`src/rtl/moldudp64_seq_ctrl_if.sv`:
```
// Bus bundle for the MoldUDP64 sequencing controller: UDP payload stream in,
// dispatcher beats out, and the retransmit request handshake.
//
// Retransmit handshake: rtx_valid_o rises with a request and stays high with
// rtx_seq_o/rtx_cnt_o stable-or-merging until the first cycle in which
// rtx_ready_i is also high; that cycle is the transfer. rtx_ready_i may be
// high at any time and has no effect while rtx_valid_o is low.
interface moldudp64_seq_ctrl_if #(
    parameter int AXI_DATA_W = 64,
    parameter int AXI_KEEP_W = AXI_DATA_W / 8,
    parameter int SEQ_W      = 64,
    parameter int CNT_W      = 16
);
    logic                  valid_i;
    logic [AXI_DATA_W-1:0] data_i;
    logic [AXI_KEEP_W-1:0] keep_i;
    logic                  last_i;

    logic                  disp_valid_o;
    logic [AXI_DATA_W-1:0] disp_data_o;
    logic [AXI_KEEP_W-1:0] disp_keep_o;
    logic                  disp_init_v_o;
    logic                  disp_last_o;

    logic                  rtx_valid_o;
    logic                  rtx_ready_i;
    logic [SEQ_W-1:0]      rtx_seq_o;
    logic [CNT_W-1:0]      rtx_cnt_o;

    // Controller side
    modport slave (
        input  valid_i, data_i, keep_i, last_i, rtx_ready_i,
        output disp_valid_o, disp_data_o, disp_keep_o, disp_init_v_o, disp_last_o,
        output rtx_valid_o, rtx_seq_o, rtx_cnt_o
    );

    // Environment side (UDP source, dispatcher, retransmit client)
    modport master (
        output valid_i, data_i, keep_i, last_i, rtx_ready_i,
        input  disp_valid_o, disp_data_o, disp_keep_o, disp_init_v_o, disp_last_o,
        input  rtx_valid_o, rtx_seq_o, rtx_cnt_o
    );
endinterface

```
`src/rtl/moldudp64_seq_ctrl.sv`:
```
// MoldUDP64 sequencing controller. Parses the 20-byte header (beats 0-2 of
// a 64-bit stream), locks onto the first session seen, and forwards only
// in-order packets to the dispatcher. Gaps raise a retransmit request.
// Optional statistics counters are enabled with `define MOLD_SEQ_STATS_EN.
// Only a 64-bit data path (AXI_DATA_W = 64, SEQ_W = 64, CNT_W = 16) is supported.
module moldudp64_seq_ctrl #(
    parameter int AXI_DATA_W = 64,
    parameter int AXI_KEEP_W = AXI_DATA_W / 8,
    parameter int SEQ_W      = 64,
    parameter int CNT_W      = 16
) (
    input  logic                 clk,
    input  logic                 nreset,
    moldudp64_seq_ctrl_if.slave  bus,
    output logic [SEQ_W-1:0]     exp_seq_o,
    output logic                 sess_lock_o,
    output logic                 eos_o,
    output logic                 drop_o,
    output logic                 err_o,
    output logic [2:0]           state_o
`ifdef MOLD_SEQ_STATS_EN
    ,
    output logic [31:0]          stat_acc_o,
    output logic [31:0]          stat_drop_o,
    output logic [31:0]          stat_gap_o
`endif
);

    typedef enum logic [2:0] {
        H0   = 3'd0,
        H1   = 3'd1,
        H2   = 3'd2,
        FWD  = 3'd3,
        DROP = 3'd4
    } state_t;

    state_t state_q, state_d;

    // Byte k of a beat sits at data[8k+7:8k]; header fields are big-endian,
    // so reverse the bytes to get packet order with byte 0 in the MSBs.
    function automatic logic [63:0] to_be(input logic [63:0] d);
        logic [63:0] r;
        r = '0;
        for (int k = 0; k < 8; k++) begin
            r[63-8*k -: 8] = d[8*k +: 8];
        end
        return r;
    endfunction

    function automatic logic [15:0] sat16(input logic [63:0] d);
        return (d > 64'h0000_0000_0000_FFFF) ? 16'hFFFF : d[15:0];
    endfunction

    // Header capture and locked session
    logic [63:0]      sess_hi_q;   // session bytes 0-7
    logic [15:0]      sess_lo_q;   // session bytes 8-9
    logic [47:0]      seq_hi_q;    // seq bytes 10-15
    logic [79:0]      sess_q;      // locked session
    logic             sess_lock_q;
    logic [SEQ_W-1:0] exp_seq_q;
    logic             eos_q;

    // Retransmit request
    logic             rtx_valid_q;
    logic [SEQ_W-1:0] rtx_seq_q;
    logic [CNT_W-1:0] rtx_cnt_q;

    // Dispatcher output register
    logic                  disp_valid_q;
    logic [AXI_DATA_W-1:0] disp_data_q;
    logic [AXI_KEEP_W-1:0] disp_keep_q;
    logic                  disp_init_q;
    logic                  disp_last_q;

    logic drop_q;
    logic err_q;

    // Header fields as seen on the H2 beat
    logic [63:0]      beat_be;
    logic [79:0]      pkt_sess;
    logic [63:0]      pkt_seq;
    logic [15:0]      pkt_cnt;
    logic [SEQ_W-1:0] exp_eff;
    logic             sess_ok;

    assign beat_be  = to_be(bus.data_i);
    assign pkt_sess = {sess_hi_q, sess_lo_q};
    assign pkt_seq  = {seq_hi_q, beat_be[63:48]};
    assign pkt_cnt  = beat_be[47:32];
    // An unlocked controller adopts the packet's seq as the expected value.
    assign exp_eff  = sess_lock_q ? exp_seq_q : pkt_seq;
    assign sess_ok  = !sess_lock_q || (pkt_sess == sess_q);

    // Decision strobes, valid only for the beat being consumed this cycle
    logic short_err;
    logic mismatch;
    logic accept;
    logic reject;
    logic is_eos;
    logic is_dup;
    logic is_gap;
    logic do_lock;
    logic fwd_beat;

    // State register
    always_ff @(posedge clk) begin
        if (!nreset) state_q <= H0;
        else         state_q <= state_d;
    end

    // Next state and per-beat decisions
    always_comb begin
        state_d   = state_q;
        short_err = 1'b0;
        mismatch  = 1'b0;
        accept    = 1'b0;
        reject    = 1'b0;
        is_eos    = 1'b0;
        is_dup    = 1'b0;
        is_gap    = 1'b0;
        do_lock   = 1'b0;
        fwd_beat  = 1'b0;
        if (bus.valid_i) begin
            case (state_q)
                H0: begin
                    if (bus.last_i) begin
                        short_err = 1'b1;
                        state_d   = H0;
                    end else begin
                        state_d = H1;
                    end
                end
                H1: begin
                    if (bus.last_i) begin
                        short_err = 1'b1;
                        state_d   = H0;
                    end else begin
                        state_d = H2;
                    end
                end
                H2: begin
                    do_lock = !sess_lock_q;
                    if (!sess_ok) begin
                        reject   = 1'b1;
                        mismatch = 1'b1;
                    end else if (pkt_cnt == 16'hFFFF) begin
                        accept = 1'b1;
                        is_eos = 1'b1;
                    end else if (pkt_seq == exp_eff) begin
                        accept = 1'b1;
                    end else if (pkt_seq < exp_eff) begin
                        reject = 1'b1;
                        is_dup = 1'b1;
                    end else begin
                        reject = 1'b1;
                        is_gap = 1'b1;
                    end
                    fwd_beat = accept && (pkt_cnt != 16'h0000) && (pkt_cnt != 16'hFFFF);
                    if (fwd_beat && !bus.last_i)    state_d = FWD;
                    else if (reject && !bus.last_i) state_d = DROP;
                    else                            state_d = H0;
                end
                FWD: begin
                    fwd_beat = 1'b1;
                    if (bus.last_i) state_d = H0;
                end
                DROP: begin
                    if (bus.last_i) state_d = H0;
                end
                default: state_d = H0;
            endcase
        end
    end

    // Header capture, session lock, expected sequence and end-of-session
    always_ff @(posedge clk) begin
        if (!nreset) begin
            sess_hi_q   <= '0;
            sess_lo_q   <= '0;
            seq_hi_q    <= '0;
            sess_q      <= '0;
            sess_lock_q <= 1'b0;
            exp_seq_q   <= '0;
            eos_q       <= 1'b0;
        end else if (bus.valid_i) begin
            if (state_q == H0) sess_hi_q <= beat_be;
            if (state_q == H1) begin
                sess_lo_q <= beat_be[63:48];
                seq_hi_q  <= beat_be[47:0];
            end
            if (do_lock) begin
                sess_q      <= pkt_sess;
                sess_lock_q <= 1'b1;
            end
            // End of session keeps the expected value; in-order data advances it.
            if (accept) exp_seq_q <= is_eos ? exp_eff : pkt_seq + {48'd0, pkt_cnt};
            if (is_eos) eos_q <= 1'b1;
        end
    end

    // Retransmit request: open, merge into a pending one, or retire on ready
    always_ff @(posedge clk) begin
        if (!nreset) begin
            rtx_valid_q <= 1'b0;
            rtx_seq_q   <= '0;
            rtx_cnt_q   <= '0;
        end else if (is_gap) begin
            rtx_valid_q <= 1'b1;
            if (rtx_valid_q && !bus.rtx_ready_i) begin
                rtx_cnt_q <= sat16(pkt_seq - rtx_seq_q);
            end else begin
                rtx_seq_q <= exp_seq_q;
                rtx_cnt_q <= sat16(pkt_seq - exp_seq_q);
            end
        end else if (bus.rtx_ready_i) begin
            rtx_valid_q <= 1'b0;
        end
    end

    // Dispatcher beat register and event pulses, one cycle behind the input
    always_ff @(posedge clk) begin
        if (!nreset) begin
            disp_valid_q <= 1'b0;
            disp_data_q  <= '0;
            disp_keep_q  <= '0;
            disp_init_q  <= 1'b0;
            disp_last_q  <= 1'b0;
            drop_q       <= 1'b0;
            err_q        <= 1'b0;
        end else begin
            disp_valid_q <= fwd_beat;
            disp_init_q  <= fwd_beat && (state_q == H2);
            disp_last_q  <= fwd_beat && bus.last_i;
            if (fwd_beat) begin
                disp_data_q <= bus.data_i;
                disp_keep_q <= bus.keep_i;
            end
            drop_q <= is_dup || is_gap;
            err_q  <= short_err || mismatch;
        end
    end

`ifdef MOLD_SEQ_STATS_EN
    logic [31:0] stat_acc_q;
    logic [31:0] stat_drop_q;
    logic [31:0] stat_gap_q;

    // Saturating packet counters
    always_ff @(posedge clk) begin
        if (!nreset) begin
            stat_acc_q  <= '0;
            stat_drop_q <= '0;
            stat_gap_q  <= '0;
        end else begin
            if (accept && stat_acc_q != 32'hFFFF_FFFF)                  stat_acc_q  <= stat_acc_q + 32'd1;
            if ((is_dup || is_gap) && stat_drop_q != 32'hFFFF_FFFF)     stat_drop_q <= stat_drop_q + 32'd1;
            if (is_gap && stat_gap_q != 32'hFFFF_FFFF)                  stat_gap_q  <= stat_gap_q + 32'd1;
        end
    end

    assign stat_acc_o  = stat_acc_q;
    assign stat_drop_o = stat_drop_q;
    assign stat_gap_o  = stat_gap_q;
`endif

    assign bus.disp_valid_o  = disp_valid_q;
    assign bus.disp_data_o   = disp_data_q;
    assign bus.disp_keep_o   = disp_keep_q;
    assign bus.disp_init_v_o = disp_init_q;
    assign bus.disp_last_o   = disp_last_q;
    assign bus.rtx_valid_o   = rtx_valid_q;
    assign bus.rtx_seq_o     = rtx_seq_q;
    assign bus.rtx_cnt_o     = rtx_cnt_q;
    assign exp_seq_o         = exp_seq_q;
    assign sess_lock_o       = sess_lock_q;
    assign eos_o             = eos_q;
    assign drop_o            = drop_q;
    assign err_o             = err_q;
    assign state_o           = state_q;

endmodule

```
`src/flat_wrapper.sv`:
```
// flat-port wrapper written by rule: the top's interface ports become plain ports
module moldudp64_seq_ctrl_flat 
#(
    parameter int AXI_DATA_W = 64,
    parameter int AXI_KEEP_W = AXI_DATA_W / 8,
    parameter int SEQ_W      = 64,
    parameter int CNT_W      = 16
)
  (clk, nreset, exp_seq_o, sess_lock_o, eos_o, drop_o, err_o, state_o, bus_valid_i, bus_data_i, bus_keep_i, bus_last_i, bus_rtx_ready_i, bus_disp_valid_o, bus_disp_data_o, bus_disp_keep_o, bus_disp_init_v_o, bus_disp_last_o, bus_rtx_valid_o, bus_rtx_seq_o, bus_rtx_cnt_o);
  moldudp64_seq_ctrl_if #(.AXI_DATA_W(AXI_DATA_W), .AXI_KEEP_W(AXI_KEEP_W), .SEQ_W(SEQ_W), .CNT_W(CNT_W)) bus_i ();
  input  logic clk;
  input  logic nreset;
  output logic [SEQ_W-1:0] exp_seq_o;
  output logic sess_lock_o;
  output logic eos_o;
  output logic drop_o;
  output logic err_o;
  output logic [2:0] state_o;
  input wire logic [$bits(bus_i.valid_i)-1:0] bus_valid_i;
  input wire logic [$bits(bus_i.data_i)-1:0] bus_data_i;
  input wire logic [$bits(bus_i.keep_i)-1:0] bus_keep_i;
  input wire logic [$bits(bus_i.last_i)-1:0] bus_last_i;
  input wire logic [$bits(bus_i.rtx_ready_i)-1:0] bus_rtx_ready_i;
  output wire logic [$bits(bus_i.disp_valid_o)-1:0] bus_disp_valid_o;
  output wire logic [$bits(bus_i.disp_data_o)-1:0] bus_disp_data_o;
  output wire logic [$bits(bus_i.disp_keep_o)-1:0] bus_disp_keep_o;
  output wire logic [$bits(bus_i.disp_init_v_o)-1:0] bus_disp_init_v_o;
  output wire logic [$bits(bus_i.disp_last_o)-1:0] bus_disp_last_o;
  output wire logic [$bits(bus_i.rtx_valid_o)-1:0] bus_rtx_valid_o;
  output wire logic [$bits(bus_i.rtx_seq_o)-1:0] bus_rtx_seq_o;
  output wire logic [$bits(bus_i.rtx_cnt_o)-1:0] bus_rtx_cnt_o;
  assign bus_i.valid_i = bus_valid_i;
  assign bus_i.data_i = bus_data_i;
  assign bus_i.keep_i = bus_keep_i;
  assign bus_i.last_i = bus_last_i;
  assign bus_i.rtx_ready_i = bus_rtx_ready_i;
  assign bus_disp_valid_o = bus_i.disp_valid_o;
  assign bus_disp_data_o = bus_i.disp_data_o;
  assign bus_disp_keep_o = bus_i.disp_keep_o;
  assign bus_disp_init_v_o = bus_i.disp_init_v_o;
  assign bus_disp_last_o = bus_i.disp_last_o;
  assign bus_rtx_valid_o = bus_i.rtx_valid_o;
  assign bus_rtx_seq_o = bus_i.rtx_seq_o;
  assign bus_rtx_cnt_o = bus_i.rtx_cnt_o;
  moldudp64_seq_ctrl #(.AXI_DATA_W(AXI_DATA_W), .AXI_KEEP_W(AXI_KEEP_W), .SEQ_W(SEQ_W), .CNT_W(CNT_W)) u_core (.clk(clk), .nreset(nreset), .bus(bus_i), .exp_seq_o(exp_seq_o), .sess_lock_o(sess_lock_o), .eos_o(eos_o), .drop_o(drop_o), .err_o(err_o), .state_o(state_o));
endmodule
```
`config.mk`:
```
export PLATFORM = sky130hd
export DESIGN_NAME = moldudp64_seq_ctrl_flat
export DESIGN_NICKNAME = d
export VERILOG_FILES = /design/src/rtl/moldudp64_seq_ctrl_if.sv /design/src/rtl/moldudp64_seq_ctrl.sv /design/src/flat_wrapper.sv
export SDC_FILE = /design/constraint.sdc
export NUM_CORES = 1
export LEC_CHECK = 0
export ABC_AREA = 1
export CELL_PAD_IN_SITES_DETAIL_PLACEMENT = 1
export CELL_PAD_IN_SITES_GLOBAL_PLACEMENT = 1
export CORE_UTILIZATION = 39
export DETAILED_ROUTE_END_ITERATION = 6
export GPL_TIMING_DRIVEN = 0
export PLACE_DENSITY_LB_ADDON = 0.1
export SYNTH_ARGS = -nofsm -noshare
export SYNTH_HDL_FRONTEND = slang
export SYNTH_SLANG_ARGS = --single-unit
```
`constraint.sdc`:
```
create_clock -name clk -period 8.15 [get_ports clk]
set_clock_uncertainty 0.15 [all_clocks]
set_input_delay 1.63 -clock clk [delete_from_list [all_inputs] [get_ports clk]]
set_output_delay 1.63 -clock clk [all_outputs]
set_load 0.1 [all_outputs]
```
==> results.toml, run 1 <==
[power_and_ir_drop]
p_leak_nw = 19.05
seqPwrFrac_pct = 32.6
total_power_mw = 6.882
clockPowerShare_pct = 34.7
powerDensity_mw_per_mm2 = 172.4
internal_power_mw = 4.193
ir_drop_uv = 184.5
power_frac_comb_pct = 32.8
p_sw_share_pct = 39.08
power_switching_mw = 2.689

[sta]
worstMarginPinSlew_ns = 1.243
finalMaxSlewViolations = 0
hold_violations = 0
tns_ns = 0
grt_setup_unrepaired = "no"
finalSetupViolations = 0
max_slew_margin_pct = 16.86
finalCritPeriodShare_pct = 79.04
max_freq_ghz = 0.1552
layout_min_cycle_time_ns = 6.442

[routing]
detail-route-antenna-nets = 0
first_pass_iters = 6
met3_length_mm = 8.785
wl_per_cell_um = 22.69
routed.top_layer = "met4"
routed_wl_mm = 164.4
vias = 38566
drc = 0
wl_met2_mm = 77.42
met1_length_mm = 68.28
drt-initial-drc-count = 2209
vias_per_cell = 5.324

[synthesis]
syn_nets = 5990
netlist_area_mm2 = 0.03373
synthCells = 5704
synthDistinctLibCells = 50
ys_ff_latch = 435
ys.flop_type = "dfxtp_1"
synth_edf_count = 0
yosys_warnings = 0
postSynthAreaPerCell_um2 = 5.913
async_reset_ff_share_pct = 0
seq_area_frac_synth_pct = 25.82

[clock_tree]
clock-root-buffer = "clkbuf_16"
cts-htree-levels = 2
cts_hold_buf = 0
clk_path_buf_depth = 3
cts_tree = "done"
cts_setup_buffers = 0
clk_pin_slew_worst_paths_ns = 0.06
numCtsBuffers = 50
insertion_delay_ns = 0.64
clock-sinks = 435
cts_resized = 0

[layout]
synthToLayoutAreaGrowth_pct = 18.33
nets = 6345
final_common_cell = "nand2_1"
layout_common_cells = "1614 x nand2_1, 1019 x inv_1, 573 x nor2_1"
drive_above_1_share_pct = 3.853
post-route-util_pct = 46.73
final_cells = 7244

[worst_setup_path]
ff2ff_setup_slack_ns = 1.71
timing.rr.end = "u_core.bus.rtx_seq_o[41]"
cp-start-kind = "flip-flop"
worstSetupPathType = "reg -> reg"
cp-startpoint = "u_core.sess_lock_o"
arrival_ns = 6.77
worstPathRequired_ns = 8.48
path_max_fanout = 10
critPathCapture = "u_core.bus.rtx_seq_o[41]"
reg2reg_from = "u_core.sess_lock_o"
worstSetupEndpointType = "flip-flop"
r2r_cells = 19

[global_route]
antenna_found_initial = 3
grt_overflow = 0
grt_max_degree = 15
grt_pass1_vias = 38667
grt.total_usage_pct = 36.86
grt_pass1_wl_mm = 240.0

[floorplan]
initial_utilization_pct = 39.49
io-pin-count = 304
dieArea_mm2 = 0.08767
die_x_um = 296.1
die_y_um = 296.1
core_area_mm2 = 0.08541
num_rows = 107

[run_status]
status = "completed"

[placement]
place_congestion = 1.005
io_buffers = 302
dp_hpwl_mm = 138.4
place_inst = 7151

[hold_path]
hold_path_class = "reg -> reg"

[flow_run]
maxCapViolations = 0
==> critical path: stages (launching register included) <==
cell and delay [ns]:
dfxtp_1 0.64, clkbuf_1 0.48, clkbuf_1 0.61, o21ai_0 0.45, ha_1 0.43, nand2_1 0.08, inv_1 0.08, nand3_1 0.07
nor3_1 0.30, nand2_1 0.19, nor2_1 0.37, nand4_1 0.27, nand2_1 0.17, nor2_1 0.05, nand2_1 0.24, inv_2 0.08
nand3_2 0.41, buf_2 0.45, clkbuf_1 0.58, a21oi_1 0.16
==> flip-flops by register name, indices dropped and copies added, names as in the netlist <==
signal	cells
u_core.bus.disp_data_o	64
u_core.bus.disp_init_v_o	1
u_core.bus.disp_keep_o	8
u_core.bus.disp_last_o	1
u_core.bus.disp_valid_o	1
u_core.bus.rtx_cnt_o	16
u_core.bus.rtx_seq_o	64
u_core.bus.rtx_valid_o	1
u_core.drop_o	1
u_core.eos_o	1
u_core.err_o	1
u_core.exp_seq_o	64
u_core.seq_hi_q	48
u_core.sess_hi_q	64
u_core.sess_lo_q	16
u_core.sess_lock_o	1
u_core.sess_q	80
u_core.state_o	3
==> area by class of cell <==
class,count,area (um^2)
fill,11986,45500
multi-input combinational,4063,20440
sequential,435,8708
inverter,1038,3896
timing repair buffer,303,3038
clock buffer,72,1495
tap,1144,1431
buffer,168,689.4
clock inverter,20,216.5
antenna,1,2.502
==> how the worst min path moves through the flow <==
stage / from / end / slack [ns] / cells after the start
global route: u_core.sess_q[27] / u_core.sess_q[27] / 0.34 / 2
floorplan: u_core.sess_q[13] / u_core.sess_q[13] / 0.29 / 2
global placement: u_core.sess_q[21] / u_core.sess_q[21] / 0.30 / 2
detailed placement: u_core.sess_q[65] / u_core.sess_q[65] / 0.32 / 2
CTS: u_core.sess_q[65] / u_core.sess_q[65] / 0.33 / 2
finish: u_core.sess_q[67] / u_core.sess_q[67] / 0.33 / 2
==> synthesized netlist by cell type (all sizes together) (26+ instances only) <==
| library cell | n | area share (%) |
|---|---|---|
| nand3 | 254 | 4.0 |
| inv | 1035 | 12 |
| nor4 | 26 | 0.48 |
| nor2 | 608 | 7.2 |
| o211ai | 59 | 1.3 |
| a21oi | 482 | 7.2 |
| nor3 | 77 | 1.3 |
| xnor2 | 70 | 1.8 |
| o21ai | 406 | 6.1 |
| buf | 27 | 0.47 |
| xor2 | 55 | 1.4 |
| ha | 206 | 7.6 |
| nand4 | 72 | 1.3 |
| clkbuf | 141 | 1.6 |
| dfxtp | 435 | 26 |
| nand2 | 1653 | 19 |
==> power by group through the flow <==
stage | sequential, mW | combinational [mW] | clock (mW)
finish | 2.24 | 2.26 | 2.39
global route | 2.24 | 2.49 | 2.48
CTS | 2.24 | 2.22 | 2.41
detailed placement | 2.28 | 2.21 | 0
global placement | 2.28 | 2.17 | 0
floorplan | 2.29 | 1.45 | 0
==> routing by layer <==
layer  up-vias  global-route usage (%)
li1      18695                       -
met1     18462                   44.28
met2      1054                   63.61
met3       355                   4.782
met4         0                   19.83
met5         -                       0
==> cells by family (layout without fill, tap and decap cells) <==
| kind of cell | count (synthesis) | count (layout) | synth area share, % |
|---|---|---|---|
| fa+ha+maj | 209 | 209 | 7.820 |
| flops | 435 | 435 | 25.82 |
| compound gates | 1001 | 1001 | 15.77 |
| buf+inv | 1206 | 1601 | 13.60 |
| xor+xnor | 125 | 125 | 3.246 |
| other cells | 0 | 1 | 0 |
| simple gates | 2728 | 2728 | 33.75 |
==> metrics by stage <==
stage	hold WS, ns	setup WS (ns)	cell area, um^2
floorplan	0.2937	3.927	33730
global placement	0.3025	1.602	38180
detailed placement	0.3157	1.550	38200
CTS	0.3257	1.789	39910
global route	0.3447	1.604	39910
finish	0.3266	1.708	39910
Note: power is estimated with default switching activity, not from simulation.
==> run 2, diff against run 1 <==
clock period = 6.4 ns   (was 8.15 ns; I/O delays follow)
==> run 2 against run 1 <==
Compared with the run above: wire length is essentially flat; hold slack about the same; core utilization barely moved; register-to-register slack worse by 1.5 ns; combinational power grew 27%; global-route usage about the same; largest power group unchanged; sequential share of layout area is essentially flat; largest cell class unchanged.
==> results.toml, run 2 (synthesis results as in run 1) <==
[layout]
largest_register_ffs = 80
largest-register = "u_core.sess_q"
drive_above_1_share_pct = 3.886
final_common_cell = "nand2_1"
fin_area_mm2 = 0.03992
layout_common_cells = "1614 x nand2_1, 1019 x inv_1, 573 x nor2_1"
nFillCells = 11988
nets = 6345
synthToLayoutAreaGrowth_pct = 18.34
post-route-util_pct = 46.73

[clock_tree]
cts-htree-levels = 2
clock-sinks = 435
cts_tree = "done"
cts_hold_buf = 0
clock-root-buffer = "clkbuf_16"
clk_pin_slew_worst_paths_ns = 0.06
clk_path_buf_depth = 3
numCtsBuffers = 50
insertion_delay_ns = 0.64

[sta]
tns_ns = 0
hold_violations = 0
max_slew_margin_pct = 17.34
finalCritPeriodShare_pct = 96.17
worstMarginPinSlew_ns = 1.236
finalMaxSlewViolations = 0
max_freq_ghz = 0.1625
finalSetupViolations = 0
grt_setup_unrepaired = "no"
layout_min_cycle_time_ns = 6.155

[global_route]
grt.total_usage_pct = 36.87
grt_overflow = 0
grt_pass1_vias = 38689
grt_pass1_wl_mm = 240.0
antenna_found_initial = 3
grt_max_degree = 15

[floorplan]
core_area_mm2 = 0.08541
dieArea_mm2 = 0.08767
initial_utilization_pct = 39.49
io-pin-count = 304
die_x_um = 296.1
die_y_um = 296.1
num_rows = 107

[hold_path]
hold_path_class = "reg -> reg"

[power_and_ir_drop]
ir_drop_uv = 236.1
powerDensity_mw_per_mm2 = 219.6
p_leak_nw = 19.06

[worst_setup_path]
crit_top_cell = "nand2_1"
worstPathRequired_ns = 6.73
path_buf_inv = 6
slowest_delay_ns = 0.65
worstSetupEndpointType = "flip-flop"
cp-start-kind = "flip-flop"
critPathSlowestCell = "dfxtp_1"
worstSetupPathType = "reg -> reg"
arrival_ns = 6.49
critPathTopFamily = "simple AND/OR/NAND/NOR gates"
path_max_fanout = 10
ff2ff_setup_slack_ns = 0.25
crit_path_cell_trace = "clkbuf_1 > clkbuf_2 > o21ai_0 > ha_1 > nand2_1 > inv_1 > nand3_1 > nor3_1 > nand2_1 > nor2_1 > nand4_1 > nand2_1 > nor2_1 > nand2_1 > inv_2 > nand3_2 > buf_2 > clkbuf_1 > a21oi_1"

[routing]
drc = 0
first_pass_iters = 5
drt-initial-drc-count = 2157
vias = 38491
vias_per_cell = 5.314
detail-route-antenna-nets = 0
routed_wl_mm = 164.3
wl_per_cell_um = 22.69

[placement]
io_buffers = 302
dp_hpwl_mm = 138.4
place_congestion = 1.005
dpl_cell_area_mm2 = 0.03820

[flow_run]
maxCapViolations = 0

[run_status]
status = "completed"
run 2: cell counts in the layout (fill, tap and decap cells not counted):
Identical to the previous run, type by type.
run 2: power breakdown:
group	internal (mW)	switching, mW
sequential	2.77	0.0850
combinational	0.855	2.02
clock	1.72	1.32
total	5.34	3.43
run 2: per-stage QoR:
stage               std cells  worst slack [ns]  hold WS [ns]  total power, mW
floorplan                5704             2.488        0.2937            4.755
global placement         7150           0.06841        0.3025            5.667
detailed placement       7151           0.05829        0.3157            5.726
CTS                      7243           0.03853        0.3257            8.746
global route             7243            0.1525        0.3447            9.193
finish                   7244            0.2451        0.3267            8.766
run 2: path summary, 6_finish.rpt:
check,to,from,cells past startpoint
setup / recovery,u_core.bus.rtx_seq_o[41],u_core.sess_lock_o,19
hold / removal,u_core.sess_q[67],u_core.sess_q[67],2
setup reg to reg,u_core.bus.rtx_seq_o[41],u_core.sess_lock_o,19
hold reg to reg,u_core.sess_q[67],u_core.sess_q[67],2
run 2: final cells by class:
type / count / area [um^2] / share of cell area [%]
multi-input combinational: 4063 / 20440 / 51.20
sequential: 435 / 8708 / 21.82
inverter: 1038 / 3896 / 9.761
timing repair buffer: 303 / 3038 / 7.611
clock buffer: 72 / 1495 / 3.746
tap: 1144 / 1431 / 3.586
buffer: 168 / 691.9 / 1.733
clock inverter: 20 / 216.5 / 0.5423
antenna: 1 / 2.502 / 0.006269
run 2: routing by layer:
layer | up-vias | global-route usage (%) | wire length, um
li1 | 18696 | - | -
met1 | 18411 | 44.25 | 67950
met2 | 1035 | 63.56 | 77430
met3 | 349 | 4.841 | 9078
met4 | 0 | 19.95 | 9876
met5 | - | 0 | 0
run 2: repair_timing:
action	4_1_cts	5_1_grt
endpoints found under the setup margin	0	15
gates resized for setup	0	4
buffers inserted	0	0
run 2: worst reg2reg max path, stage by stage, from the launching register on:
cell and delay [ns]:
dfxtp_1 0.65, clkbuf_1 0.49, clkbuf_2 0.41, o21ai_0 0.35, ha_1 0.43, nand2_1 0.08, inv_1 0.08, nand3_1 0.07
nor3_1 0.30, nand2_1 0.19, nor2_1 0.36, nand4_1 0.28, nand2_1 0.18, nor2_1 0.05, nand2_1 0.25, inv_2 0.08
nand3_2 0.42, buf_2 0.46, clkbuf_1 0.59, a21oi_1 0.14
==> edit, RTL diff (flow settings as in run 2) <==
Put one more register stage on the output `err_o`. The value now appears one clock later. The other outputs are not delayed to match.
--- a/src/rtl/moldudp64_seq_ctrl.sv
+++ b/src/rtl/moldudp64_seq_ctrl.sv
@@ -276,5 +276,7 @@
     assign eos_o             = eos_q;
     assign drop_o            = drop_q;
-    assign err_o             = err_q;
+    always_ff @(posedge clk) begin
+        err_o <= err_q;
+    end
     assign state_o           = state_q;
 
Formal check against the unedited RTL: not equivalent (Yosys sat finds a counterexample within 4 cycles, from zero or initial values and one cycle with nreset low).
==> edit against run 2 <==
- non-clock buffer count stayed put
- worst setup slack better by 0.19 ns
- cell area is 0.48% higher
- sequential cell count is 1 higher
- total power is 3.1% higher
- area after synthesis is 0.26% higher
- die area is 0.26% higher
- the flow now finishes with violations (capacitance limit, slew limit)
- highest routed layer unchanged
- largest cell class unchanged
- wire length is 1.1% lower
==> edit: results <==
export IMPL_status="finished, violations left"
export IMPL_violations="capacitance limit, slew limit"
export IMPL_n_clock_buffer=71
export IMPL_wirelength_um=162000
export IMPL_num_multi_input_gates=4038
export IMPL_gp_congestion=0.971
export IMPL_gr_usage_met2_pct=63.9
export IMPL_p_per_area_nw_per_um2=225
export IMPL_wl_per_cell_um=22.4
export IMPL_fillers=11800
export IMPL_slew_viol_final=10
export IMPL_worst_pin_slew_ns=1.51
export IMPL_final_clk_cell_share_pct=4.56
export IMPL_netlist_instances=5702
export IMPL_power_total_uw=9040
export IMPL_grt_usage_pct=36.3
export IMPL_numCtsBuffers=53
export IMPL_hpwlAfterDp_um=136000
export IMPL_nNonClkInverters=1059
export IMPL_min_from="u_core.err_q$_SDFF_PN0_"
export IMPL_synth_area_top_cells="dfxtp_1 26%, nand2_1 18%, inv_1 11%"
export IMPL_arrival_ns=6.37
export IMPL_p_sw_uw=3450
export IMPL_post_route_period_util_pct=93.3
export IMPL_cap_viol_max_count=1
export IMPL_cts_sinks=436
export IMPL_placed_cell_area_um2=38300
export IMPL_holdWs_ns=0.178
export IMPL_synth_seq_area_share_pct=25.8
export IMPL_synth_fa_ha_area_share_pct=7.80
export IMPL_dr_pass1_iters=6
export IMPL_synth_cell_type_count=48
export IMPL_multi_input_area_um2=20400
export IMPL_p_leak_uw=0.0193
export IMPL_pre_cts_slack_ns=0.167
export IMPL_drt_iter0_drc=2205
export IMPL_grt_util_met3_pct=4.10
export IMPL_avgSynthCellArea_um2=5.93
export IMPL_ir_drop_uv=230
export IMPL_grt_pass1_vias=39300
[edit: cell types whose count changed in the layout (fill, tap and decap cells not counted), sizes merged, moves of 15 or more]
cell / before / now
inv: 1038 / 1053
nand4: 72 / 89
xnor2: 70 / 90
o21ai: 406 / 431
nand2: 1653 / 1630
nand3: 254 / 210
[edit: worst paths after layout]
path                                           endpoint  depth (start not counted)
setup reg to reg  u_core.bus.rtx_seq_o[60]$_SDFFE_PN0P_                         17
setup / recovery  u_core.bus.rtx_seq_o[60]$_SDFFE_PN0P_                         17
hold / removal                     u_core.err_o$_DFF_P_                          0
hold reg to reg                    u_core.err_o$_DFF_P_                          0
[edit: metal layers]
layer,vias up,wire length (µm)
met5,-,0
met4,0,9880
met3,360,7270
met2,974,77800
met1,18500,67500
li1,18700,-
